### src/rtl/ahb2apb_pkg.sv
// rtl/ahb2apb_pkg.sv - shared types, AHB encodings and helpers for the multi-slave AHB-to-APB bridge
package ahb2apb_pkg;

  typedef enum logic [2:0] {
    ST_IDLE   = 3'd0,
    ST_PEND   = 3'd1,
    ST_SETUP  = 3'd2,
    ST_ACCESS = 3'd3,
    ST_DONE   = 3'd4,
    ST_ERR1   = 3'd5,
    ST_ERR2   = 3'd6
  } state_e;

  localparam logic [1:0] HTRANS_IDLE   = 2'b00;
  localparam logic [1:0] HTRANS_BUSY   = 2'b01;
  localparam logic [1:0] HTRANS_NONSEQ = 2'b10;
  localparam logic [1:0] HTRANS_SEQ    = 2'b11;

  localparam logic [2:0] HSIZE_BYTE = 3'b000;
  localparam logic [2:0] HSIZE_HALF = 3'b001;
  localparam logic [2:0] HSIZE_WORD = 3'b010;

  function automatic int idx_width(input int n);
    return (n > 1) ? $clog2(n) : 1;
  endfunction

  function automatic logic [3:0] strb_gen(input logic [2:0] size, input logic [1:0] addr_lo);
    logic [3:0] strb;
    case (size)
      HSIZE_BYTE: strb = 4'b0001 << addr_lo;
      HSIZE_HALF: strb = addr_lo[1] ? 4'b1100 : 4'b0011;
      default:    strb = 4'b1111;
    endcase
    return strb;
  endfunction

endpackage

### src/rtl/ahb2apb_decoder.sv
// rtl/ahb2apb_decoder.sv - maps the address window field onto a one-hot APB select, slave index and hit flag
module ahb2apb_decoder
  import ahb2apb_pkg::*;
#(
  parameter int ADDRWIDTH = 16,
  parameter int NUM_SLV   = 4,
  parameter int SLV_AW    = 12
) (
  input  logic [ADDRWIDTH-SLV_AW-1:0]     win_i,
  output logic [NUM_SLV-1:0]              sel_o,
  output logic [idx_width(NUM_SLV)-1:0]   idx_o,
  output logic                            in_range_o
);

  localparam int IW = idx_width(NUM_SLV);

  logic          hit;
  logic [IW-1:0] idx;

  // The whole field above the window is compared, so addresses beyond the last slave miss
  always_comb begin
    hit = 1'b1;
    idx = '0;
    if (NUM_SLV > 1) begin
      hit = int'(win_i) < NUM_SLV;
      idx = win_i[IW-1:0];
    end
    sel_o = '0;
    for (int i = 0; i < NUM_SLV; i++) begin
      sel_o[i] = hit && (idx == IW'(i));
    end
    idx_o      = idx;
    in_range_o = hit;
  end

endmodule

### src/rtl/ahb2apb_bridge_mp.sv
// rtl/ahb2apb_bridge_mp.sv - AHB-Lite slave to multi-slave APB3 master bridge, PCLKEN-paced, HCLK domain only
// Optional APB4_EN adds PPROT/PSTRB outputs (DATAWIDTH must then be 32).
module ahb2apb_bridge_mp
  import ahb2apb_pkg::*;
#(
  parameter int ADDRWIDTH      = 16,
  parameter int DATAWIDTH      = 32,
  parameter int NUM_SLV        = 4,
  parameter int SLV_AW         = 12,
  parameter int REGISTER_RDATA = 1
) (
  input  logic                         HCLK,
  input  logic                         HRESETn,
  input  logic                         HSEL,
  input  logic [ADDRWIDTH-1:0]         HADDR,
  input  logic [1:0]                   HTRANS,
  input  logic                         HWRITE,
  input  logic [2:0]                   HSIZE,
  input  logic [3:0]                   HPROT,
  input  logic [DATAWIDTH-1:0]         HWDATA,
  input  logic                         HREADY,
  output logic                         HREADYOUT,
  output logic [DATAWIDTH-1:0]         HRDATA,
  output logic                         HRESP,
  input  logic                         PCLKEN,
  output logic [NUM_SLV-1:0]           PSEL,
  output logic                         PENABLE,
  output logic [ADDRWIDTH-1:0]         PADDR,
  output logic                         PWRITE,
  output logic [DATAWIDTH-1:0]         PWDATA,
  input  logic [NUM_SLV*DATAWIDTH-1:0] PRDATA,
  input  logic [NUM_SLV-1:0]           PREADY,
  input  logic [NUM_SLV-1:0]           PSLVERR,
  output logic                         APBACTIVE
`ifdef APB4_EN
  ,
  output logic [2:0]                   PPROT,
  output logic [3:0]                   PSTRB
`endif
);

  localparam int IW = idx_width(NUM_SLV);

  state_e                 state_q, state_d;
  logic [ADDRWIDTH-3:0]   addr_q;
  logic                   write_q;
  logic [IW-1:0]          idx_q;
  logic [NUM_SLV-1:0]     sel_q;
  logic                   in_range_q;
  logic [ADDRWIDTH-1:0]   paddr_q;
  logic                   pwrite_q;
  logic [DATAWIDTH-1:0]   pwdata_q;
  logic [DATAWIDTH-1:0]   rdata_q;

  logic [NUM_SLV-1:0]     dec_sel;
  logic [IW-1:0]          dec_idx;
  logic                   dec_in_range;
  logic [DATAWIDTH-1:0]   prdata_sel;
  logic                   pready_sel;
  logic                   pslverr_sel;
  logic                   apb_done;
  logic                   hready_int;
  logic                   hresp_int;
  logic                   take;

  ahb2apb_decoder #(
    .ADDRWIDTH (ADDRWIDTH),
    .NUM_SLV   (NUM_SLV),
    .SLV_AW    (SLV_AW)
  ) u_decoder (
    .win_i      (HADDR[ADDRWIDTH-1:SLV_AW]),
    .sel_o      (dec_sel),
    .idx_o      (dec_idx),
    .in_range_o (dec_in_range)
  );

  always_comb begin
    prdata_sel  = '0;
    pready_sel  = 1'b0;
    pslverr_sel = 1'b0;
    for (int i = 0; i < NUM_SLV; i++) begin
      if (idx_q == IW'(i)) begin
        prdata_sel  = PRDATA[i*DATAWIDTH +: DATAWIDTH];
        pready_sel  = PREADY[i];
        pslverr_sel = PSLVERR[i];
      end
    end
  end

  assign apb_done = (state_q == ST_ACCESS) && PCLKEN && pready_sel;

  always_comb begin
    state_d    = state_q;
    hready_int = 1'b1;
    hresp_int  = 1'b0;
    unique case (state_q)
      ST_IDLE, ST_DONE: state_d = ST_IDLE;
      ST_ERR2: begin
        hresp_int = 1'b1;
        state_d   = ST_IDLE;
      end
      ST_PEND: begin
        hready_int = 1'b0;
        if (!in_range_q)  state_d = ST_ERR1;
        else if (PCLKEN)  state_d = ST_SETUP;
      end
      ST_SETUP: begin
        hready_int = 1'b0;
        if (PCLKEN) state_d = ST_ACCESS;
      end
      ST_ACCESS: begin
        hready_int = 1'b0;
        if (apb_done) begin
          if (pslverr_sel) begin
            state_d = ST_ERR1;
          end else if (REGISTER_RDATA != 0) begin
            state_d = ST_DONE;
          end else begin
            state_d    = ST_IDLE;
            hready_int = 1'b1;
          end
        end
      end
      ST_ERR1: begin
        hready_int = 1'b0;
        hresp_int  = 1'b1;
        state_d    = ST_ERR2;
      end
      default: state_d = ST_IDLE;
    endcase
    // A new address phase is taken in any cycle this slave reports ready
    if (HSEL && HTRANS[1] && HREADY && hready_int) state_d = ST_PEND;
  end

  assign take = HSEL & HTRANS[1] & HREADY & hready_int;

  always_ff @(posedge HCLK) begin
    if (!HRESETn) begin
      state_q    <= ST_IDLE;
      addr_q     <= '0;
      write_q    <= 1'b0;
      idx_q      <= '0;
      sel_q      <= '0;
      in_range_q <= 1'b0;
      paddr_q    <= '0;
      pwrite_q   <= 1'b0;
      pwdata_q   <= '0;
      rdata_q    <= '0;
    end else begin
      state_q <= state_d;
      if (take) begin
        addr_q     <= HADDR[ADDRWIDTH-1:2];
        write_q    <= HWRITE;
        idx_q      <= dec_idx;
        sel_q      <= dec_sel;
        in_range_q <= dec_in_range;
      end
      // APB address/data are loaded on the PEND->SETUP edge so they only move on PCLKEN edges
      if (state_q == ST_PEND && in_range_q && PCLKEN) begin
        paddr_q  <= {addr_q, 2'b00};
        pwrite_q <= write_q;
        if (write_q) pwdata_q <= HWDATA;
      end
      if (REGISTER_RDATA != 0 && apb_done && !pslverr_sel) rdata_q <= prdata_sel;
    end
  end

`ifdef APB4_EN
  logic [2:0] pprot_q;
  logic [3:0] pstrb_q;

  always_ff @(posedge HCLK) begin
    if (!HRESETn) begin
      pprot_q <= '0;
      pstrb_q <= '0;
    end else if (take) begin
      pprot_q <= {~HPROT[0], 1'b0, HPROT[1]};
      pstrb_q <= HWRITE ? strb_gen(HSIZE, HADDR[1:0]) : 4'b0000;
    end
  end

  assign PPROT = pprot_q;
  assign PSTRB = pstrb_q;

  logic unused_ok;
  assign unused_ok = ^{HPROT[3:2], HTRANS[0]};
`else
  logic unused_ok;
  assign unused_ok = ^{HPROT, HSIZE, HADDR[1:0], HTRANS[0]};
`endif

  assign HREADYOUT = hready_int;
  assign HRESP     = hresp_int;
  assign HRDATA    = (REGISTER_RDATA == 0 && state_q == ST_ACCESS) ? prdata_sel : rdata_q;
  assign PSEL      = (state_q == ST_SETUP || state_q == ST_ACCESS) ? sel_q : '0;
  assign PENABLE   = (state_q == ST_ACCESS);
  assign PADDR     = paddr_q;
  assign PWRITE    = pwrite_q;
  assign PWDATA    = pwdata_q;
  assign APBACTIVE = (state_q == ST_PEND) || (state_q == ST_SETUP) || (state_q == ST_ACCESS);

endmodule

### config.mk
export PLATFORM = sky130hd
export DESIGN_NAME = ahb2apb_bridge_mp
export DESIGN_NICKNAME = d
export VERILOG_FILES = /design/src/rtl/ahb2apb_pkg.sv /design/src/rtl/ahb2apb_decoder.sv /design/src/rtl/ahb2apb_bridge_mp.sv
export SDC_FILE = /design/constraint.sdc
export NUM_CORES = 1
export LEC_CHECK = 0
export CAP_MARGIN = 20
export CORE_UTILIZATION = 35
export DETAILED_ROUTE_END_ITERATION = 8
export GPL_ROUTABILITY_DRIVEN = 1
export PLACE_DENSITY = 0.77
export SLEW_MARGIN = 30
export SYNTH_ARGS = -nofsm -noshare
export SYNTH_HDL_FRONTEND = slang
export SYNTH_SLANG_ARGS = --single-unit
export TNS_END_PERCENT = 100
### constraint.sdc
create_clock -name HCLK -period 1.7 [get_ports HCLK]
set_clock_uncertainty 0.2 [all_clocks]
set_input_delay 0.34 -clock HCLK [delete_from_list [all_inputs] [get_ports HCLK]]
set_output_delay 0.34 -clock HCLK [all_outputs]
set_load 0.03 [all_outputs]
Yosys cells after proc, flatten, opt, wreduce, memory -nomap -nowiden:

Cells that the tools add are included.

* input bits: 199
* output and inout port bits: 89
* register bits: 104
* word-level logic and storage cells: 79

* multiplexer cells: 22
* $lt $le $gt $ge: 1
* equal/unequal tests: 17
* reductions and logical operators: 24
* bitwise operators: 4

Operators with widths (count)
* two-way mux 32 bit: 4
* logical AND 1 bit: 12
* two-way mux 1 bit: 12
* two-way mux 3 bit: 4
* case mux 3 bit (4 select lines): 1
* equality test 2 bit (second input constant): 4
* equality test 3 x 2 -> 1 bit (second input constant): 2
* equality test 3 bit (second input constant): 2
* != test 3 bit (second input constant): 2
* AND reduction 3 bit: 2
* equality test 2 x 1 -> 1 bit (second input constant): 2
* logical NOT 2 bit: 2
* < comparator 4 x 3 -> 1 bit (second input constant): 1
* two-way mux 4 bit: 1
* != test 4 bit (second input constant): 1
* OR reduction 2 bit: 2
* OR reduction 4 bit: 1
* bitwise AND 1 bit: 3
* equality test 3 x 1 -> 1 bit (second input constant): 1
* logical OR 1 bit: 3
* != test 3 x 1 -> 1 bit (second input constant): 1
* != test 2 x 1 -> 1 bit (second input constant): 1
* != test 2 bit (second input constant): 1
* AND reduction 2 bit: 1
* other kinds (2): 2

Depth between registers and ports, before layout:

* depth after elaboration: 9
* gate-level depth with buffers: 7

Cells and area by module:

A second synthesis with hierarchy kept.

* cell total of the unflattened synthesis: 524
* area, all modules: 5098.6 um^2

By module, submodules not included
* ahb2apb_bridge_mp: sequential area each 2082.0 um^2, cells each 517, times used 1, area an instance 5043.6 um^2
* ahb2apb_decoder: sequential area each 0.0 um^2, cells each 7, times used 1, area an instance 55.1 um^2

Least setup slack after synthesis:

OpenSTA, ideal clock, no wires.

* path type: register to output
* start point: reg state_q[0]
* end point: out PENABLE
* stages on the path, launching flop included: 4
* arrival: 1.243 ns
* path slack: -0.083 ns
* cell sequence: dfxtp_1 > buf_2 > inv_1 > nor3_1

* word-level cells in the longest chain between the ends: 1

RTL lines
* from (decl): line ahb2apb_bridge_mp.sv:44 `state_e state_q, state_d;`
* from (signal assigned): line ahb2apb_bridge_mp.sv:150 `state_q <= state_d;`
* equality test 3 x 2 -> 1 bit: line ahb2apb_bridge_mp.sv:196 `assign PENABLE = (state_q == ST_ACCESS);`
* to (decl): line ahb2apb_bridge_mp.sv:27 `output logic PENABLE,`

No other way between the ends.

Worst setup path after layout:

Same ends and word-level chain as after synthesis.

==> flow_summary.toml <==
[status]
outcome = "finished with violations"
violations = "setup timing"

[clock_network]
cts_sinks = 102
hold_buffers = 0
cts_tree = "built"
htreeDepth = 3
clk_pin_slew_ps = 70
clockBufferDepth = 2
cts-root-buf = "clkbuf_16"
clock_latency_ps = 340
cts_buffers = 9

[placed_design]
dp_slack_ps = -546
dp.cells = 947
globalplace.congestion = 0.832
dp_hpwl_mm = 12.4
numPortBuffers = 275
placed_area_sq_um = 8100

[critical_path]
slowest_delay_ps = 340
worstSetupPathType = "reg2out"
timing.rr.end = "PWDATA[14]$_SDFFE_PN0P_"
startpoint_type = "flip-flop"
r2r-start = "state_q[0]$_SDFFE_PN0P_"
cp_top_family = "buffers and inverters"
critical_path.endpoint_type = "output port"
critical-path-slowest-cell = "dfxtp_2"
cp_max_fo = 4
crit_required_ps = 1160
crit_path_cell_trace = "buf_6 -> clkinvlp_4 -> nor3_4 -> buf_12"
path_buf_inv = 3
cp.arrival_ps = 1310
reg2reg_depth = 8
r2r_setup_slack_ps = -120

[sta]
setup_violations = 69
hold_viol_final = 0
worst_slack_ps = -147
min_period_over_period_pct = 109
max_freq_mhz = 541
rsz0062_at_grt = "yes"
maxSlewViolCount = 0
timing.final.crit_period_ps = 1850

[power_and_ir_drop]
p_leak_nw = 3.49
power.total_mw = 5.31
peakVddDrop_v = 0.000494
p_per_area_nw_per_um2 = 605

[global_routing]
grt-ovfl-total = 0
antenna_found_initial = 0
grt.total_usage_pct = 23.0
grt_pass1_wl_mm = 25.7
grt_max_degree = 56
grt_pass1_vias = 5090

[hold_path]
whs_path_depth = 3
min_to = "state_q[2]$_SDFFE_PP0P_"
hp-class = "in2reg"
hp-start = "HRESETn"

[drt]
postRouteAntennaNets = 0
drt_wl_total_mm = 17.2
drt_iter0_markers = 213
dr.pass1.iters = 4
wl_per_cell_um = 17.5
via_per_inst = 5.11
drc = 0
num_vias = 5044

[synthesis]
postSynthAreaPerCell_sq_um = 9.80
synth_flop_cell = "dfxtp_1"
synth_common_cells = "nand2_1 (129), dfxtp_1 (102), a21boi_1 (42)"
yosysTopAreaCellShare_pct = 41.0
synth_cells = 508
synth.cell_area_sq_um = 4980
ys_types = 39
yosys_warnings = 0
ys_top_cells_by_area = "dfxtp_1 (41%), mux4_2 (15%), nand2_1 (9.7%)"
yosysMostFrequentCell = "nand2_1"
yosysSeqAreaShare_pct = 41.0
synth_edf_count = 0
post-synth-top-area-cell = "dfxtp_1"
yosys_register_bits = 102
async_flop_share_pct = 0

[floorplanning]
core-area_sq_um = 13900
placementRows = 43
start_util_pct = 35.9
ios = 288
die_width_um = 121
die_h_um = 121
die_area_sq_um = 14700

[cells_and_area]
fill_cells = 1128
fin_nets = 1001
area_growth_pct = 76.5
drive_gt1_share_pct = 22.1
fin_cells = 987
design_area_sq_um = 8790
diodes = 0
utilization_pct = 63.3

[flow_run]
timing.max_cap.violations = 0
[power by group]
part           total [mW]  internal [mW]  switching, mW  leakage, nW
combinational       0.942          0.648          0.294         2.53
clock                1.96           1.08          0.882        0.135
sequential           2.41           2.40         0.0109        0.825
total                5.31           4.13           1.19         3.49
[logic make-up after synthesis]
kind of cell	synth area share, %
DFF	41.0
and+or+nand+nor	18.9
buffers and inverters	5.70
AOI/OAI and AO/OA	15.1
muxes	19.0
xor gates and xnor gates	0.176
other	0.0753
[area by class of cell]
cell class                 instances  area (sq um)  share of cell area [%]
sequential                       102          2050                    23.4
multi-input combinational        357          2800                    31.9
inverter                           5          22.5                   0.256
timing repair buffer             327          3400                    38.7
tap                              180           225                    2.56
clock inverter                     4          28.8                   0.327
clock buffer                      12           256                    2.92
[worst min-delay path, stage by stage]
cell	delay, ps
buf_4	210
nand2_1	90
o32ai_1	70
[how the worst max path moves through the flow]
stage	start	slack [ps]	end	depth (start not counted)
floorplan	addr_q[10]$_SDFFE_PN0P_	10	state_q[0]$_SDFFE_PN0P_	5
global placement	PREADY[1]	-490	HRDATA[8]$_SDFFE_PN0P_	5
detailed placement	PREADY[2]	-550	HRDATA[8]$_SDFFE_PN0P_	5
CTS	state_q[0]$_SDFFE_PN0P_	-140	PENABLE	4
global route	state_q[0]$_SDFFE_PN0P_	-200	PENABLE	4
finish	state_q[0]$_SDFFE_PN0P_	-150	PENABLE	4
[routing by layer]
layer / global-route usage, % / up-vias / share of wire, %
met4: 8.72 / 0 / 2.7
met5: 0 / - / 0
met3: 5.78 / 32 / 7.1
met2: 42.4 / 233 / 53
li1: - / 2395 / -
met1: 25.0 / 2384 / 37
[layout by cell type, fill, tap and decap left out, drive strengths merged, types with 13 or more instances in the layout]
cell	count
dlygate4sd2	83
a21boi	46
mux2i	17
mux4	34
clkdlybuf4s50	179
buf	61
o21ai	35
dfxtp	102
nor2b	22
nand4	32
clkbuf	13
nand2	129
[sequential cells by signal, indices dropped and copies added, names as in the netlist]
signal      count
write_q         1
addr_q         14
state_q         3
PWDATA         32
sel_q           4
HRDATA         32
PWRITE          1
in_range_q      1
PADDR          14
[metrics by stage]
stage	setup TNS (ps)	hold WS, ps
CTS	-2830	208
global route	-7600	236
floorplan	0	230
detailed placement	-36820	247
global placement	-32900	235
finish	-3020	220
[what timing repair did]
| item | CTS | global route |
|---|---|---|
| endpoints found under the setup margin | 152 | 99 |
| cloned | 9 | 1 |
| pin swaps | 22 | 14 |
| gates resized for setup | 135 | 28 |
| setup buffers | 12 | 4 |
(Power assumes the default switching activity.)
